===== config.mk =====
export PLATFORM = sky130hd
export DESIGN_NAME = spi_register_bank
export DESIGN_NICKNAME = d
export VERILOG_FILES = /design/src/rtl/spi_register_bank_pkg.sv /design/src/rtl/spi_register_bank.sv
export SDC_FILE = /design/constraint.sdc
export NUM_CORES = 1
export LEC_CHECK = 0
export CORE_MARGIN = 2
export CORE_UTILIZATION = 45
export CTS_CLUSTER_SIZE = 25
export DETAILED_ROUTE_END_ITERATION = 7
export HOLD_SLACK_MARGIN = 0.12
export PLACE_DENSITY = 0.74
export SLEW_MARGIN = 30
export SYNTH_ARGS = -nofsm -noshare
export SYNTH_HDL_FRONTEND = slang
export SYNTH_SLANG_ARGS = --single-unit

===== constraint.sdc =====
create_clock -name clock_in -period 5.9 [get_ports clock_in]
set_input_delay 1.18 -clock clock_in [delete_from_list [all_inputs] [get_ports clock_in]]
set_output_delay 1.18 -clock clock_in [all_outputs]
set_load 0.02 [all_outputs]

===== src/rtl/spi_register_bank_pkg.sv =====
// Shared types and default opcodes for the SPI-addressed byte register bank.
package spi_register_bank_pkg;

  typedef enum logic [2:0] {
    IDLE,
    WR_ADDR,
    WR_DATA,
    RD_ADDR,
    RD_DATA
  } state_e;

  localparam logic [7:0] WRITE_OPCODE_DEF = 8'h40;
  localparam logic [7:0] READ_OPCODE_DEF  = 8'h41;
  localparam logic [7:0] RESET_VALUE_DEF  = 8'h00;

endpackage


===== src/rtl/spi_register_bank.sv =====
// Byte register bank on the spi_peripheral opcode/operand bus: burst write and
// burst read with auto-incrementing pointer, every register exported to fabric.
//
// state   | meaning
// IDLE    | no transaction of ours; response not driven
// WR_ADDR | write burst, waiting for the start address
// WR_DATA | write burst, each operand written at pointer then pointer++
// RD_ADDR | read burst, waiting for the start address (response = 0)
// RD_DATA | read burst, response = bank[pointer], pointer++ per operand
module spi_register_bank
  import spi_register_bank_pkg::*;
#(
  parameter int         DEPTH        = 16,
  parameter logic [7:0] WRITE_OPCODE = WRITE_OPCODE_DEF,
  parameter logic [7:0] READ_OPCODE  = READ_OPCODE_DEF,
  parameter logic [7:0] RESET_VALUE  = RESET_VALUE_DEF
) (
  input  logic                       clock_in,
  input  logic                       reset_in,
  input  logic [7:0]                 opcode_in,
  input  logic                       opcode_valid_in,
  input  logic [7:0]                 operand_in,
  input  logic                       operand_valid_in,
  input  logic [31:0]                operand_count_in,
  output logic [7:0]                 response_out,
  output logic                       response_valid_out,
  output logic [DEPTH*8-1:0]         registers_out,
  output logic                       write_strobe_out,
  output logic [$clog2(DEPTH)-1:0]   write_address_out
);

  localparam int AW = $clog2(DEPTH);

  state_e          state_q, state_d;
  logic [AW-1:0]   ptr_q, ptr_d;
  logic [7:0]      bank_q [DEPTH];
  logic            operand_valid_q;
  logic            op_pulse;
  logic            wr_en;
  logic [7:0]      response_d;
  logic            response_valid_d;

  assign op_pulse = operand_valid_in & ~operand_valid_q;

  always_comb begin
    state_d = state_q;
    ptr_d   = ptr_q;
    wr_en   = 1'b0;
    // Dropping opcode_valid_in wins over a coincident operand pulse.
    if (!opcode_valid_in) begin
      state_d = IDLE;
    end else begin
      case (state_q)
        IDLE: begin
          if (opcode_in == WRITE_OPCODE)     state_d = WR_ADDR;
          else if (opcode_in == READ_OPCODE) state_d = RD_ADDR;
        end
        WR_ADDR: if (op_pulse) begin
          ptr_d   = operand_in[AW-1:0];
          state_d = WR_DATA;
        end
        WR_DATA: if (op_pulse) begin
          wr_en = 1'b1;
          ptr_d = ptr_q + 1'b1;
        end
        RD_ADDR: if (op_pulse) begin
          ptr_d   = operand_in[AW-1:0];
          state_d = RD_DATA;
        end
        RD_DATA: if (op_pulse) ptr_d = ptr_q + 1'b1;
        default: state_d = IDLE;
      endcase
    end
  end

  always_comb begin
    response_valid_d = (state_d == RD_ADDR) || (state_d == RD_DATA);
    response_d       = (state_d == RD_DATA) ? bank_q[ptr_d] : 8'h00;
  end

  always_ff @(posedge clock_in or posedge reset_in) begin
    if (reset_in) begin
      state_q            <= IDLE;
      ptr_q              <= '0;
      operand_valid_q    <= 1'b0;
      response_out       <= 8'h00;
      response_valid_out <= 1'b0;
      write_strobe_out   <= 1'b0;
      write_address_out  <= '0;
      for (int k = 0; k < DEPTH; k++) bank_q[k] <= RESET_VALUE;
    end else begin
      state_q            <= state_d;
      ptr_q              <= ptr_d;
      operand_valid_q    <= operand_valid_in;
      response_out       <= response_d;
      response_valid_out <= response_valid_d;
      write_strobe_out   <= wr_en;
      if (wr_en) begin
        bank_q[ptr_q]     <= operand_in;
        write_address_out <= ptr_q;
      end
    end
  end

  always_comb begin
    registers_out = '0;
    for (int k = 0; k < DEPTH; k++) registers_out[8*k +: 8] = bank_q[k];
  end

  // Simulation check: the first operand of every transaction must be index 0.
  logic first_pulse_q;

  always_ff @(posedge clock_in or posedge reset_in) begin
    if (reset_in)              first_pulse_q <= 1'b1;
    else if (!opcode_valid_in) first_pulse_q <= 1'b1;
    else if (op_pulse)         first_pulse_q <= 1'b0;
  end

  always_ff @(posedge clock_in) begin
    if (!reset_in && opcode_valid_in && op_pulse && first_pulse_q)
      assert (operand_count_in == 32'd0);
  end

endmodule


After elaboration in Yosys (flattened, before gate mapping)
Index checks and enable logic that the tools add are counted.
{"block": "word_totals", "out_inout_bits": 142, "regBits": 150, "in_bits": 52, "word_cells": 64}
{"block": "classes", "bitwise_logic": 4, "muxes": 20, "n_addsub": 1, "order_cmp": 3, "eq_ne": 8, "reduce_logical": 5}
{"cell": "$bwmux W128", "n": 1}
{"cell": "$bmux W8 S4", "n": 1}
{"cell": "$demux W8 S4", "n": 1}
{"cell": "$mux W8", "n": 4}
{"cell": "$eq A8 B7 Y1 const B", "n": 2}
{"cell": "$mux W3", "n": 5}
{"cell": "$mux W4", "n": 3}
{"cell": "$pmux W3 S4", "n": 1}
{"cell": "$ge A5 B5 Y1 const B", "n": 2}
{"cell": "$not A4 Y5", "n": 2}
{"cell": "$eq A3 B2 Y1 const B", "n": 3}
{"cell": "$pmux W4 S2", "n": 1}
{"cell": "$eq A3 B3 Y1 const B", "n": 2}
{"cell": "$lt A5 B1 Y1 const B", "n": 1}
{"cell": "$add A4 B1 Y4 const B", "n": 1}
{"cell": "$reduce_or A2 Y1", "n": 2}
{"cell": "$eq A3 B1 Y1 const B", "n": 1}
{"cell": "$logic_not A3 Y1", "n": 1}
{"cell": "$mux W1", "n": 3}
{"cell": "$and A1 B1 Y1", "n": 1}
{"cell": "$logic_and A1 B1 Y1", "n": 1}
{"cell": "$logic_or A1 B1 Y1", "n": 1}
{"cell": "$not A1 Y1", "n": 1}

Depth between registers and ports, before layout
{"block": "depth", "ltp_word": 10, "mapped_depth": 13, "mapped_depth_nobuf": 10}

Worst setup path after synthesis
OpenSTA, ideal clock, no wires.
{"block": "synth_timing", "path_type": "input-to-reg", "start": "in operand_valid_in", "end": "reg response_out[3]", "t_required_ps": 5774, "cell_stages": 9, "setup_ps": 126, "slack_ps": 2745, "arrival_ps": 3029, "path_buffers": 2, "path_cell_list": "nand2b_1 > buf_2 > mux2i_1 > o22a_1 > clkbuf_1 > o211ai_1 > mux2i_1 > o32ai_1 > a221o_1"}
{"block": "synth_between", "elab_chain_cells": 9}
{"item": "start, declared", "line": "spi_register_bank.sv:23", "text": "input logic operand_valid_in,"}
{"item": "$and A1 B1 Y1 *", "line": "spi_register_bank.sv:43", "text": "assign op_pulse = operand_valid_in & ~operand_valid_q;"}
{"item": "$mux W4 (on tied branches)"}
{"item": "$pmux W4 S2", "line": "spi_register_bank.sv:53", "text": "case (state_q)"}
{"item": "$mux W4", "line": "spi_register_bank.sv:50", "text": "if (!opcode_valid_in) begin"}
{"item": "$not A4 Y5 (implied by the code)", "line": "spi_register_bank.sv:78", "text": "response_d = (state_d == RD_DATA) ? bank_q[ptr_d] : 8'h00;"}
{"item": "$bmux W8 S4", "line": "spi_register_bank.sv:78"}
{"item": "$mux W8 (implied by the code) (2 in a row)", "line": "spi_register_bank.sv:78"}
{"item": "$mux W8 *", "line": "spi_register_bank.sv:78"}
{"item": "net response_d[3]", "line": "spi_register_bank.sv:40", "text": "logic [7:0] response_d;"}
{"item": "end signal, assigned", "line": "spi_register_bank.sv:95", "text": "response_out <= response_d;"}
{"item": "end, declared", "line": "spi_register_bank.sv:25", "text": "output logic [7:0] response_out,"}
Mark *: on every way through the listed nets, which the timed path passes. The rest lies on a longest branch. The select of a mux whose other input is x is not followed.
A chain may end at the register's enable or synchronous reset.

Worst setup path after layout
{"block": "layout_timing", "start": "in opcode_valid_in", "end": "reg response_out[2]"}
{"block": "layout_between", "elab_chain_cells": 6}
{"item": "start, declared", "line": "spi_register_bank.sv:21", "text": "input logic opcode_valid_in,"}
{"item": "$mux W4", "line": "spi_register_bank.sv:50"}
{"item": "$not A4 Y5 (implied by the code)", "line": "spi_register_bank.sv:78"}
{"item": "$bmux W8 S4", "line": "spi_register_bank.sv:78"}
{"item": "$mux W8 (implied by the code) (2 in a row)", "line": "spi_register_bank.sv:78"}
{"item": "$mux W8 *", "line": "spi_register_bank.sv:78"}
{"item": "net response_d[2]", "line": "spi_register_bank.sv:40"}
Marked as above.

==> results.cfg <==
[outcome]
outcome = completed

[clock_network]
htree_levels = 4
cts_tree = built
cts_num_sinks = 150
clk_pin_slew_ns = 0.07
post_cts_buffers = 0
insertion_delay_ns = 0.43
clock-root-buffer = clkbuf_16
ctsResizeCount = 0
clock_path_buffers = 2
cts.hold.buffers_added = 0
numCtsBuffers = 17

[power]
p_comb_frac = 0.106
p_int_mw = 1.750
switching_share = 0.2799
p_per_area_nw_per_um2 = 239.7
irDropWorstVdd_uv = 217.3
power_switching_mw = 0.6802
p_leak_nw = 4.453
pwr-share-seq = 0.439
p_clk_frac = 0.456

[synth]
synth_cell_type_count = 65
synthFlopType = dfrtp_1
synthTopCellsByCount = 150 x dfrtp_1, 132 x mux2_2, 50 x mux2i_1
yosysTopAreaCellShare = 0.4784
synth_edf_count = 0
ys_warn_count = 0
avgSynthCellArea_sq_um = 11.83
synth_seq_cells = 150
yosysMostFrequentCell = dfrtp_1
syn_area_sq_um = 7846
syn_inst = 663
async_flop_share = 1.000
yosysSeqAreaShare = 0.4784
syn_nets = 719
synth_largest_area_cell = dfrtp_1
synth_area_leaders = dfrtp_1 48%, mux2_2 19%, mux2i_1 6.4%, a211oi_1 2.7%, o221ai_1 1.6%

[cells_and_area]
syn2layout_area_growth_pct = 29.23
drive_gt1_frac = 0.2331
diodes = 0
fin_nets = 858
fillers = 1401

[worst_setup_path]
start_kind = input port
crit_top_cell = buf_4
crit_chain = clkdlybuf4s50_1 -> inv_1 -> a21oi_4 -> o221ai_2 -> buf_4 -> nand2_4 -> buf_4 -> inv_4 -> a211oi_1 -> o32ai_1 -> a221o_1
worstPathArrival_ns = 4.81
crit_type = in -> reg
critPathCaptureType = register
slowest_stage = a21oi_4
required_ns = 6.21
crit_fanout = 28
slowest_delay_ns = 0.58

[sta]
setup_tns_ns = 0
hold_violations = 0
finalCritPeriodShare = 0.7630
fin_skew_ns = 0.007885
max_freq_mhz = 222.1
worst_pin_slew_ns = 0.9060
finalCriticalPeriod_ns = 4.502
slew_viol_final = 0
rsz0062_at_grt = false
finalSetupViolCount = 0
relSlewSlack = 0.3941
setup_slack_ns = 1.398

[routing]
postRouteAntennaNets = 0
viasPerCell = 6.079
drtIter0Drc = 423
vias = 6322
firstDrtPassIters = 5
routed_wl_microns = 23800
wl_per_cell_microns = 22.88
drc_errors = 0

[floorplanning]
die_y_microns = 136.0
core_sq_um = 17180
die_x_microns = 136.0
io_pins = 194
design.die.area_sq_um = 18510
start_util = 0.4568
fp-row-count = 48

[placed_design]
portBuffers = 161
place_hpwl_microns = 16180
globalplace.congestion = 0.8690
dp_slack_ns = 1.109

[run]
maxCapViolCount = 0

[grt]
grt_pass1_vias = 6404
grt_overflow = 0
grt_usage = 0.2597
antenna_found_initial = 0
grt_max_degree = 113
grt_pass1_wl_microns = 36120

[hold_path]
hp-class = reg -> reg
==> per-stage QoR <==
stage	std cells	util	total power, mW	cell area, sq um	hold slack (ns)
6_report	1040	0.5903	2.430	10140	0.5131
5_1_grt	1040	0.5903	2.495	10140	0.5414
4_1_cts	1040	0.5901	2.431	10140	0.5172
3_5_place_dp	1008	0.5555	1.335	9542	0.5038
3_3_place_gp	1008	0.5555	1.326	9542	0.4954
2_1_floorplan	663	-	1.262	7846	0.6311
==> area by class of cell <==
type,count,area (sq um),area share
Sequential cell,150,3755,0.3703
Clock buffer,18,429.2,0.04232
Tap cell,225,281.5,0.02776
Multi-Input combinational cell,440,3732,0.3681
Clock inverter,14,165.2,0.01629
Inverter,24,105.1,0.01037
Timing Repair Buffer,169,1672,0.1649
==> layout by cell type, fill, tap and decap left out, drive strengths merged, types with 8 or more instances in the layout <==
cell / instances
clkdlybuf4s50: 161
dfrtp: 150
mux2: 132
mux2i: 50
inv: 31
a211oi: 30
o21ai: 25
nand3: 23
nand2: 23
nor2: 20
clkbuf: 18
and2: 17
o211ai: 15
o221ai: 15
a21boi: 15
buf: 8
==> power by group through the flow <==
stage | combinational (mW) | sequential, mW | clock (mW)
2_1_floorplan | 0.195 | 1.07 | 0
3_3_place_gp | 0.244 | 1.08 | 0
3_5_place_dp | 0.252 | 1.08 | 0
4_1_cts | 0.252 | 1.06 | 1.11
5_1_grt | 0.270 | 1.07 | 1.16
6_report | 0.257 | 1.07 | 1.11
==> routing by layer <==
layer  global-route usage  wire length (microns)  vias to the layer above
met5                    0                      0                        -
met1               0.3370                   9937                     3224
met3              0.05705                   1726                       45
met4              0.09838                    516                        0
met2               0.4260                  11620                      307
li1                     -                      -                     2746
==> flip-flops by register name, summed over array words and instances (netlist names) <==
name	count
registers_out	128
response_out	8
ptr_q	4
write_address_out	4
state_q	3
operand_valid_q	1
response_valid_out	1
write_strobe_out	1
==> cell families after synthesis <==
group,after synthesis,share of synthesized area
muxes,182,0.2532
DFF,150,0.4784
AOI/OAI and AO/OA,140,0.1379
and+or+nand+nor,112,0.07527
buffers and inverters,73,0.04656
adders and majority gates,4,0.006379
xor gates and xnor gates,2,0.002233
==> path summary, 6_finish.rpt <==
kind,depth (start not counted),startpoint,slack [ns],to
max in group asynchronous,3,reset_in,3.56,registers_out[48]
min in group asynchronous,2,reset_in,1.27,registers_out[122]
hold reg to reg,1,write_address_out[3],0.51,write_address_out[3]
setup / recovery,11,opcode_valid_in,1.40,response_out[2]
hold / removal,1,write_address_out[3],0.51,write_address_out[3]
setup reg to reg,10,state_q[0],1.67,response_out[2]
==> critical path, delay by kind of cell <==
kind	cells	cell delay, ns
and+or+nand+nor	1	0.07
AOI/OAI and AO/OA	5	1.77
buffers and inverters	5	1.76
Power figures use the tool's default switching activity.
